**src/rtl/tron_pkg.sv**
```systemverilog
// Shared types and constants for the light-cycle trail compositor.
//   dir_t       : bike heading encoding as delivered on head_dir
//   state_t     : round state (running / round over)
//   C_*         : default colour-enum values for empty arena, transparent
//                 sprite and crashed-player sprite
//   probe_point : head position + heading -> collision probe point,
//                 all arithmetic modulo 2^COORD_W
package tron_pkg;

  localparam int COORD_W = 10;

  typedef enum logic [1:0] {
    DIR_DOWN  = 2'b00,
    DIR_UP    = 2'b01,
    DIR_RIGHT = 2'b10,
    DIR_LEFT  = 2'b11
  } dir_t;

  typedef enum logic {
    ST_RUN  = 1'b0,
    ST_OVER = 1'b1
  } state_t;

  localparam logic [3:0] C_BG_COLOR    = 4'h0;
  localparam logic [3:0] C_TRANSP      = 4'hF;
  localparam logic [3:0] C_CRASH_COLOR = 4'hC;

  // Returns {probe_x, probe_y}. Subtraction wraps, so a probe that would
  // fall left of / above the arena lands at a large coordinate instead.
  function automatic logic [2*COORD_W-1:0] probe_point(
    input logic [COORD_W-1:0] hx,
    input logic [COORD_W-1:0] hy,
    input dir_t               dir,
    input logic [COORD_W-1:0] ahead,
    input logic [COORD_W-1:0] side
  );
    logic [COORD_W-1:0] px;
    logic [COORD_W-1:0] py;
    px = hx;
    py = hy;
    case (dir)
      DIR_DOWN:  begin px = hx + side;  py = hy + ahead; end
      DIR_UP:    begin px = hx + side;  py = hy - ahead; end
      DIR_RIGHT: begin px = hx + ahead; py = hy + side;  end
      DIR_LEFT:  begin px = hx - ahead; py = hy + side;  end
      default:   begin px = hx;         py = hy;         end
    endcase
    return {px, py};
  endfunction

endpackage

```
**src/rtl/trail_compositor_if.sv**
```systemverilog
// Frame-RAM read port bundle.
//   fb_rd_addr : read address, driven combinationally by the compositor
//   fb_rd_data : read data, returned by the RAM one clock after the address
// master = compositor side, slave = RAM side.
interface trail_compositor_if #(
  parameter int ADDR_W = 19,
  parameter int WORD_W = 16
);
  logic [ADDR_W-1:0] fb_rd_addr;
  logic [WORD_W-1:0] fb_rd_data;

  modport master (output fb_rd_addr, input  fb_rd_data);
  modport slave  (input  fb_rd_addr, output fb_rd_data);
endinterface

```
**src/rtl/trail_compositor_head_probe.sv**
```systemverilog
// Per-player collision probe.
// Computes the probe point from the live head position/heading, captures it
// at each frame boundary so it is stable for the whole frame, and flags a hit
// when the stage-2 scan coordinate lands on the probe over a non-empty trail.
//   Clk, Reset         : clock, synchronous active-high reset
//   i_frame_edge       : one-cycle frame boundary strobe
//   i_head_x/i_head_y  : head position
//   i_dir              : heading
//   i_s2_active/x/y    : stage-2 scan position and visibility
//   i_s2_trail         : stage-2 trail pixel (before sprite overlay)
//   o_hit              : probe hit in this cycle
module head_probe
  import tron_pkg::*;
#(
  parameter int                  H_RES       = 640,
  parameter int                  V_RES       = 480,
  parameter int                  PIX_BITS    = 4,
  parameter int                  PROBE_AHEAD = 16,
  parameter int                  PROBE_SIDE  = 3,
  parameter logic [PIX_BITS-1:0] BG_COLOR    = PIX_BITS'(C_BG_COLOR)
) (
  input  logic               Clk,
  input  logic               Reset,
  input  logic               i_frame_edge,
  input  logic [COORD_W-1:0] i_head_x,
  input  logic [COORD_W-1:0] i_head_y,
  input  dir_t               i_dir,
  input  logic               i_s2_active,
  input  logic [COORD_W-1:0] i_s2_x,
  input  logic [COORD_W-1:0] i_s2_y,
  input  logic [PIX_BITS-1:0] i_s2_trail,
  output logic               o_hit
);

  logic [COORD_W-1:0] w_probe_x;
  logic [COORD_W-1:0] w_probe_y;
  logic [COORD_W-1:0] r_probe_x;
  logic [COORD_W-1:0] r_probe_y;
  logic               r_probe_valid;
  logic               w_on_screen;

  always_comb begin
    {w_probe_x, w_probe_y} = probe_point(i_head_x, i_head_y, i_dir,
                                         COORD_W'(PROBE_AHEAD), COORD_W'(PROBE_SIDE));
  end

  always_ff @(posedge Clk) begin
    if (Reset) begin
      r_probe_x     <= '0;
      r_probe_y     <= '0;
      r_probe_valid <= 1'b0;
    end else if (i_frame_edge) begin
      r_probe_x     <= w_probe_x;
      r_probe_y     <= w_probe_y;
      r_probe_valid <= 1'b1;
    end
  end

  // A wrapped probe can never equal an active coordinate anyway; the explicit
  // bound keeps off-screen probes inert even if the active gate changes.
  assign w_on_screen = (32'(r_probe_x) < 32'(H_RES)) && (32'(r_probe_y) < 32'(V_RES));

  assign o_hit = r_probe_valid && w_on_screen && i_s2_active &&
                 (i_s2_x == r_probe_x) && (i_s2_y == r_probe_y) &&
                 (i_s2_trail != BG_COLOR);

endmodule

```
**src/rtl/trail_compositor.sv**
```systemverilog
// Trail/sprite pixel compositor and per-player collision detector.
// Fetches packed trail pixels from the frame RAM, overlays the bike sprite,
// accumulates per-player probe hits over a frame, publishes them at each
// frame boundary and holds the round in ST_OVER once anyone has crashed.
//   Clk, Reset        : clock, synchronous active-high reset
//   frame_clk         : frame level; rising edge marks the frame boundary
//   restart           : one-cycle pulse starting a new round
//   DrawX, DrawY      : scan position
//   sprite_pix/id     : bike sprite pixel at the scan position and its owner
//   head_x/y/dir      : packed per-player head positions and headings
//   fb                : frame-RAM read port (address out, data one cycle later)
//   color_enum        : composited pixel, 2 cycles after DrawX/DrawY
//   hit_flags         : per-player crash flags of the last published frame
//   hit_valid         : one-cycle pulse when hit_flags is published
//   round_over        : high while in ST_OVER
//
// state   | meaning
// ST_RUN  | round in progress; hits accumulate and publish every frame
// ST_OVER | a published frame had crashes; flags frozen until restart
module trail_compositor
  import tron_pkg::*;
#(
  parameter int                  NUM_PLAYERS  = 2,
  parameter int                  H_RES        = 640,
  parameter int                  V_RES        = 480,
  parameter int                  PIX_BITS     = 4,
  parameter int                  WORD_W       = 16,
  parameter int                  PIX_PER_WORD = 2,
  parameter int                  ADDR_W       = 19,
  parameter int                  PROBE_AHEAD  = 16,
  parameter int                  PROBE_SIDE   = 3,
  parameter logic [PIX_BITS-1:0] BG_COLOR     = PIX_BITS'(C_BG_COLOR),
  parameter logic [PIX_BITS-1:0] TRANSP       = PIX_BITS'(C_TRANSP),
  parameter logic [PIX_BITS-1:0] CRASH_COLOR  = PIX_BITS'(C_CRASH_COLOR),
  localparam int                 SID_W        = (NUM_PLAYERS > 1) ? $clog2(NUM_PLAYERS) : 1
) (
  input  logic                           Clk,
  input  logic                           Reset,
  input  logic                           frame_clk,
  input  logic                           restart,
  input  logic [COORD_W-1:0]             DrawX,
  input  logic [COORD_W-1:0]             DrawY,
  input  logic [PIX_BITS-1:0]            sprite_pix,
  input  logic [SID_W-1:0]               sprite_id,
  input  logic [NUM_PLAYERS*COORD_W-1:0] head_x,
  input  logic [NUM_PLAYERS*COORD_W-1:0] head_y,
  input  logic [NUM_PLAYERS*2-1:0]       head_dir,
  trail_compositor_if.master             fb,
  output logic [PIX_BITS-1:0]            color_enum,
  output logic [NUM_PLAYERS-1:0]         hit_flags,
  output logic                           hit_valid,
  output logic                           round_over
);

  localparam int WORDS_PER_LINE = H_RES / PIX_PER_WORD;
  localparam int LANE_W         = WORD_W / PIX_PER_WORD;
  localparam int LANE_SEL_W     = (PIX_PER_WORD > 1) ? $clog2(PIX_PER_WORD) : 1;

  // stage 1: aligned with the RAM read data
  logic [LANE_SEL_W-1:0] r1_lane;
  logic [PIX_BITS-1:0]   r1_spr;
  logic [SID_W-1:0]      r1_id;
  logic [COORD_W-1:0]    r1_x;
  logic [COORD_W-1:0]    r1_y;
  logic                  r1_active;
  // stage 2: aligned with color_enum
  logic [COORD_W-1:0]    r2_x;
  logic [COORD_W-1:0]    r2_y;
  logic                  r2_active;
  logic [PIX_BITS-1:0]   r2_trail;
  logic [PIX_BITS-1:0]   r_color_enum;

  logic [LANE_SEL_W-1:0] w_lane;
  logic                  w_active;
  logic [PIX_BITS-1:0]   w_trail;
  logic                  w_owner_crashed;
  logic [PIX_BITS-1:0]   w_color_next;

  logic                   r_fclk_d;
  logic                   w_frame_edge;
  logic [NUM_PLAYERS-1:0] w_hit;
  logic [NUM_PLAYERS-1:0] r_hit_acc;
  logic [NUM_PLAYERS-1:0] r_hit_flags;
  logic                   r_hit_valid;
  state_t                 r_state;
  state_t                 w_state_next;
  logic                   w_round_over;

  assign fb.fb_rd_addr = ADDR_W'(32'(DrawY) * 32'(WORDS_PER_LINE) + 32'(DrawX) / 32'(PIX_PER_WORD));
  assign w_lane        = LANE_SEL_W'(32'(DrawX) % 32'(PIX_PER_WORD));
  assign w_active      = (32'(DrawX) < 32'(H_RES)) && (32'(DrawY) < 32'(V_RES));

  always_ff @(posedge Clk) begin
    if (Reset) begin
      r1_lane   <= '0;
      r1_spr    <= TRANSP;
      r1_id     <= '0;
      r1_x      <= '0;
      r1_y      <= '0;
      r1_active <= 1'b0;
    end else begin
      r1_lane   <= w_lane;
      r1_spr    <= sprite_pix;
      r1_id     <= sprite_id;
      r1_x      <= DrawX;
      r1_y      <= DrawY;
      r1_active <= w_active;
    end
  end

  always_comb begin
    w_trail = BG_COLOR;
    for (int k = 0; k < PIX_PER_WORD; k++) begin
      if (r1_lane == LANE_SEL_W'(k)) w_trail = fb.fb_rd_data[k*LANE_W +: PIX_BITS];
    end
  end

  always_comb begin
    w_owner_crashed = 1'b0;
    for (int p = 0; p < NUM_PLAYERS; p++) begin
      if (r1_id == SID_W'(p)) w_owner_crashed = r_hit_flags[p];
    end
  end

  always_comb begin
    w_color_next = BG_COLOR;
    if (r1_active) begin
      if (r1_spr != TRANSP) begin
        w_color_next = ((r_state == ST_OVER) && w_owner_crashed) ? CRASH_COLOR : r1_spr;
      end else begin
        w_color_next = w_trail;
      end
    end
  end

  always_ff @(posedge Clk) begin
    if (Reset) begin
      r2_x         <= '0;
      r2_y         <= '0;
      r2_active    <= 1'b0;
      r2_trail     <= BG_COLOR;
      r_color_enum <= BG_COLOR;
    end else begin
      r2_x         <= r1_x;
      r2_y         <= r1_y;
      r2_active    <= r1_active;
      r2_trail     <= w_trail;
      r_color_enum <= w_color_next;
    end
  end

  assign color_enum = r_color_enum;

  always_ff @(posedge Clk) begin
    if (Reset) r_fclk_d <= 1'b0;
    else       r_fclk_d <= frame_clk;
  end

  assign w_frame_edge = frame_clk && !r_fclk_d;

  for (genvar i = 0; i < NUM_PLAYERS; i++) begin : g_probe
    head_probe #(
      .H_RES       (H_RES),
      .V_RES       (V_RES),
      .PIX_BITS    (PIX_BITS),
      .PROBE_AHEAD (PROBE_AHEAD),
      .PROBE_SIDE  (PROBE_SIDE),
      .BG_COLOR    (BG_COLOR)
    ) u_head_probe (
      .Clk          (Clk),
      .Reset        (Reset),
      .i_frame_edge (w_frame_edge),
      .i_head_x     (head_x[i*COORD_W +: COORD_W]),
      .i_head_y     (head_y[i*COORD_W +: COORD_W]),
      .i_dir        (dir_t'(head_dir[i*2 +: 2])),
      .i_s2_active  (r2_active),
      .i_s2_x       (r2_x),
      .i_s2_y       (r2_y),
      .i_s2_trail   (r2_trail),
      .o_hit        (w_hit[i])
    );
  end

  // A hit seen in the boundary cycle seeds the new frame's accumulator.
  // restart takes priority over a coincident boundary.
  always_ff @(posedge Clk) begin
    if (Reset) begin
      r_hit_acc   <= '0;
      r_hit_flags <= '0;
      r_hit_valid <= 1'b0;
    end else begin
      r_hit_valid <= 1'b0;
      if (restart) begin
        r_hit_acc <= '0;
        if (r_state == ST_OVER) r_hit_flags <= '0;
      end else if (r_state == ST_RUN) begin
        if (w_frame_edge) begin
          r_hit_flags <= r_hit_acc;
          r_hit_valid <= 1'b1;
          r_hit_acc   <= w_hit;
        end else begin
          r_hit_acc   <= r_hit_acc | w_hit;
        end
      end
    end
  end

  always_ff @(posedge Clk) begin
    if (Reset) r_state <= ST_RUN;
    else       r_state <= w_state_next;
  end

  always_comb begin
    w_state_next = r_state;
    w_round_over = 1'b0;
    case (r_state)
      ST_RUN: begin
        if (!restart && w_frame_edge && (|r_hit_acc)) w_state_next = ST_OVER;
      end
      ST_OVER: begin
        w_round_over = 1'b1;
        if (restart) w_state_next = ST_RUN;
      end
      default: w_state_next = ST_RUN;
    endcase
  end

  assign hit_flags  = r_hit_flags;
  assign hit_valid  = r_hit_valid;
  assign round_over = w_round_over;

endmodule

```
**src/flat_wrapper.sv**
```systemverilog
// flat-port wrapper written by rule: the top's interface ports become plain ports
module trail_compositor_flat import tron_pkg::*;
#(
  parameter int                  NUM_PLAYERS  = 2,
  parameter int                  H_RES        = 640,
  parameter int                  V_RES        = 480,
  parameter int                  PIX_BITS     = 4,
  parameter int                  WORD_W       = 16,
  parameter int                  PIX_PER_WORD = 2,
  parameter int                  ADDR_W       = 19,
  parameter int                  PROBE_AHEAD  = 16,
  parameter int                  PROBE_SIDE   = 3,
  parameter logic [PIX_BITS-1:0] BG_COLOR     = PIX_BITS'(C_BG_COLOR),
  parameter logic [PIX_BITS-1:0] TRANSP       = PIX_BITS'(C_TRANSP),
  parameter logic [PIX_BITS-1:0] CRASH_COLOR  = PIX_BITS'(C_CRASH_COLOR),
  localparam int                 SID_W        = (NUM_PLAYERS > 1) ? $clog2(NUM_PLAYERS) : 1
)
  (Clk, Reset, frame_clk, restart, DrawX, DrawY, sprite_pix, sprite_id, head_x, head_y, head_dir, color_enum, hit_flags, hit_valid, round_over, fb_fb_rd_addr, fb_fb_rd_data);
  trail_compositor_if #(.ADDR_W(ADDR_W), .WORD_W(WORD_W)) fb_i ();
  input  logic Clk;
  input  logic Reset;
  input  logic frame_clk;
  input  logic restart;
  input  logic [COORD_W-1:0] DrawX;
  input  logic [COORD_W-1:0] DrawY;
  input  logic [PIX_BITS-1:0] sprite_pix;
  input  logic [SID_W-1:0] sprite_id;
  input  logic [NUM_PLAYERS*COORD_W-1:0] head_x;
  input  logic [NUM_PLAYERS*COORD_W-1:0] head_y;
  input  logic [NUM_PLAYERS*2-1:0] head_dir;
  output logic [PIX_BITS-1:0] color_enum;
  output logic [NUM_PLAYERS-1:0] hit_flags;
  output logic hit_valid;
  output logic round_over;
  output wire logic [$bits(fb_i.fb_rd_addr)-1:0] fb_fb_rd_addr;
  input wire logic [$bits(fb_i.fb_rd_data)-1:0] fb_fb_rd_data;
  assign fb_fb_rd_addr = fb_i.fb_rd_addr;
  assign fb_i.fb_rd_data = fb_fb_rd_data;
  trail_compositor #(.NUM_PLAYERS(NUM_PLAYERS), .H_RES(H_RES), .V_RES(V_RES), .PIX_BITS(PIX_BITS), .WORD_W(WORD_W), .PIX_PER_WORD(PIX_PER_WORD), .ADDR_W(ADDR_W), .PROBE_AHEAD(PROBE_AHEAD), .PROBE_SIDE(PROBE_SIDE), .BG_COLOR(BG_COLOR), .TRANSP(TRANSP), .CRASH_COLOR(CRASH_COLOR)) u_core (.Clk(Clk), .Reset(Reset), .frame_clk(frame_clk), .restart(restart), .DrawX(DrawX), .DrawY(DrawY), .sprite_pix(sprite_pix), .sprite_id(sprite_id), .head_x(head_x), .head_y(head_y), .head_dir(head_dir), .fb(fb_i), .color_enum(color_enum), .hit_flags(hit_flags), .hit_valid(hit_valid), .round_over(round_over));
endmodule
```
**config.mk**
```make
export PLATFORM = sky130hd
export DESIGN_NAME = trail_compositor_flat
export DESIGN_NICKNAME = d
export VERILOG_FILES = /design/src/rtl/tron_pkg.sv /design/src/rtl/trail_compositor_if.sv /design/src/rtl/trail_compositor_head_probe.sv /design/src/rtl/trail_compositor.sv /design/src/flat_wrapper.sv
export SDC_FILE = /design/constraint.sdc
export NUM_CORES = 1
export LEC_CHECK = 0
export ABC_AREA = 1
export BUFFER_PORTS_ARGS = -buffer_cell sky130_fd_sc_hd__buf_2
export CELL_PAD_IN_SITES_DETAIL_PLACEMENT = 0
export CELL_PAD_IN_SITES_GLOBAL_PLACEMENT = 2
export CORE_MARGIN = 5
export CORE_UTILIZATION = 33
export CTS_BUF_LIST = sky130_fd_sc_hd__clkbuf_16
export CTS_CLUSTER_DIAMETER = 150
export CTS_CLUSTER_SIZE = 12
export DETAILED_ROUTE_END_ITERATION = 8
export PLACE_DENSITY_LB_ADDON = 0.1
export SLEW_MARGIN = 10
export SYNTH_ARGS = -nofsm -noshare
export SYNTH_HDL_FRONTEND = slang
export SYNTH_HIERARCHICAL = 1
export SYNTH_SLANG_ARGS = --single-unit
```
**constraint.sdc**
```tcl
create_clock -name Clk -period 7.6 [get_ports Clk]
set_input_delay 1.52 -clock Clk [delete_from_list [all_inputs] [get_ports Clk]]
set_output_delay 1.52 -clock Clk [all_outputs]
set_load 0.02 [all_outputs]
```
==> results.txt <==
R2R cell count -> 7
leading cell types in the layout, fill and taps excluded -> 191 x nand2_1, 173 x inv_1, 112 x nor2_1
io pins -> 116
synthesized cell area -> 6750 sq um
setup violators final -> 0
Peak VDD IR -> 0.000101 V
RD Place Congestion -> 0.774
sw frac -> 32.0%
first-pass GRT wire length -> 30.0 mm
CP Launch Type -> primary input
number of inserted diodes -> 0
Area Overhead vs Synth -> 14.8%
Die Wd -> 153 microns
max_slew headroom -> 54.9%
Fmax -> 0.192 GHz
DRC Markers -> 0
RSZ-0062 raised after global routing -> no
Detailed Route WL -> 17.9 mm
Starting Density -> 33.5%
P_int -> 969 uW
Max clock buf depth -> 2
worst reg2reg path endpoint -> u_core/g_probe[1].u_head_probe/r_probe_x[8]
leak pwr -> 0.00404 uW
vias in the first global route -> 6,055
# rows -> 52
largest net degree at the start of global routing -> 67
Yosys Warn Count -> 6
Clock Power Share -> 33.6%
final period utilization -> 68.7%
non-filler cells, final -> 1,368
Max Clock Skew -> 5.33 ps
number of synthesized register bits -> 104
CTS Sinks -> 104
Worst R2R Start -> u_core/r_fclk_d
post-CTS setup buffer count -> 0
CTS tree -> yes
Die Span Y -> 153 microns
initial drt markers -> 286
fin nets -> 1,211
Hold Path End -> u_core/r2_x[6]
Die Area -> 23,400 sq um
Reg2Reg Setup Slack -> 5830 ps
All-Layer GR Usage -> 15.4%
# hold bufs at CTS -> 0
cells resized by post-CTS repair -> 0
Final min period -> 5220 ps
vias per cell -> 4.53
Final Hold Violating Endpoints -> 0
Final Max Slew Viols -> 0
Post-Syn Area per Cell -> 6.69 sq um
WHS Path Cells -> 2
synth unique cells -> 42
Comb power frac -> 24.1%
Max H-tree Level -> 3
Cells after Synth -> 1,008
hold_sp -> u_core/r1_x[6]
crit end category -> primary output
core area -> 20,200 sq um
power share of the sequential group -> 42.3%
Reg clk slew, reported paths -> 70 ps
crit path DAT -> 3700 ps
NetSw -> 457 uW
ANT nets after route -> 0
antenna violations before repair -> 0
worst slew pin tran -> 676 ps
Root Buffer -> clkbuf_16
post-DR wirelength/cell -> 13.1 microns
Place WS -> 2360 ps
Seq/Total Area, Yosys -> 30.9%
Setup CP Type -> in2out
Top FF cell, synth -> dfxtp_1
Inst Count DP -> 1,352
share of cells above drive strength 1 -> 15.9%
hpwl dp -> 14.3 mm
Final WS setup -> 2380 ps
Required @ worst endpoint -> 6080 ps
Via Count -> 6,193
TritonCTS buffer count -> 9
run status -> finished clean
GRT overflow -> 0
most common cell after layout, fill and taps aside -> nand2_1
Post-synth EDFFs -> 0
Port-buffer cells -> 107
Synthesized Nets -> 1,126
Max Cap Viol -> 0
Crit Path Max Fanout -> 3
PwrDens -> 184 nW/um^2
clock latency on the worst-skew pair -> 350 ps
TritonRoute pass-1 iters -> 4
Setup TNS -> 0 ps
HP Class -> reg2reg
Post-synth ARST share -> 0%
## flip-flops by register name (all words and copies together), names as in the netlist, 2 cells and up
signal	cells
u_core/r1_x	10
u_core/r2_x	10
u_core/color_enum	4
u_core/g_probe.u_head_probe/r_probe_x	20
u_core/r2_y	10
u_core/g_probe.u_head_probe/r_probe_y	20
u_core/r1_spr	4
u_core/r1_y	10
u_core/r2_trail	4
u_core/r_hit_acc	2
u_core/hit_flags	2
u_core/g_probe.u_head_probe/r_probe_valid	2
## worst max-delay path, cell delays in order
cell	delay, ps
buf_2	120
ha_1	290
ha_1	250
fa_1	550
nand2_1	90
nor3_2	270
nand3_2	130
nor2_2	120
nand2_1	90
o21ai_2	100
buf_2	160
## stage by stage
step                total power [uW]  hold WS [ps]  util, %  cell area, sq um
floorplan                        859           388        -              6750
global placement                 966           394     36.9              7430
detailed placement               963           395     36.9              7430
CTS                             1450           404     38.4              7740
global route                    1520           421     38.4              7740
finish                          1430           402     38.4              7740
## worst max-delay path by stage
stage / start / slack, ps / cells after the start / end
floorplan: DrawY[1] / 2710 / 9 / fb_fb_rd_addr[18]
global placement: DrawY[1] / 2370 / 11 / fb_fb_rd_addr[18]
detailed placement: DrawY[1] / 2360 / 11 / fb_fb_rd_addr[18]
CTS: DrawY[1] / 2350 / 11 / fb_fb_rd_addr[18]
global route: DrawY[1] / 2170 / 11 / fb_fb_rd_addr[18]
finish: DrawY[1] / 2380 / 11 / fb_fb_rd_addr[18]
## metal layers
metal / vias to the layer above / share of wire, % / global-route usage [%]
li1: 3369 / - / -
met1: 2739 / 48 / 20.4
met2: 75 / 48 / 26.2
met3: 10 / 3.0 / 2.91
met4: 0 / 0.76 / 2.80
met5: - / 0 / 0
## area by class of cell
cell class,instances,area (sq um)
clock buffer,9,225
clock inverter,7,83.8
fill,2248,12400
inverter,181,692
multi-input combinational,688,3770
sequential,104,2080
tap,270,338
timing repair buffer,109,551
## cell families (layout without fill, tap and decap cells)
family	after synthesis	in the layout	share of synthesized area (%)
xor gates and xnor gates	57	57	7.40
DFF	104	104	30.9
buffers and inverters	216	306	13.2
AOI/OAI and AO/OA	144	144	12.2
adders and majority gates	29	29	5.60
muxes	4	4	0.593
and+or+nand+nor	454	454	30.1
## synth_stat cells (3+ instances only)
library cell,count,area (sq um)
inv_2,4,15.0
or2_2,9,56.3
o221ai_1,6,52.6
xor2_1,31,272
ha_1,27,338
nor3_1,6,30.0
a31oi_1,4,25.0
a21oi_1,49,245
o21ai_0,60,300
a221oi_1,4,35.0
nand3b_1,6,45.0
nor4_1,8,50.1
buf_6,4,45.0
nand4_1,9,56.3
nand3_1,83,415
mux2i_1,4,40.0
buf_4,8,60.1
nor3_2,3,30.0
nand2_1,191,717
xnor2_1,26,228
nand2_2,6,37.5
nor2_1,112,420
clkbuf_1,13,48.8
dfxtp_1,104,2080
inv_1,173,649
buf_2,8,40.0
nor2_2,12,75.1
o211ai_1,8,60.1
nand2_4,6,67.6
## power by group through the flow
stage	combinational (uW)	sequential [uW]	clock, uW
global route	396	608	518
floorplan	253	606	0
global placement	349	617	0
CTS	349	604	497
detailed placement	346	617	0
finish	343	604	479
No activity file was read; power rests on OpenSTA's default activity.
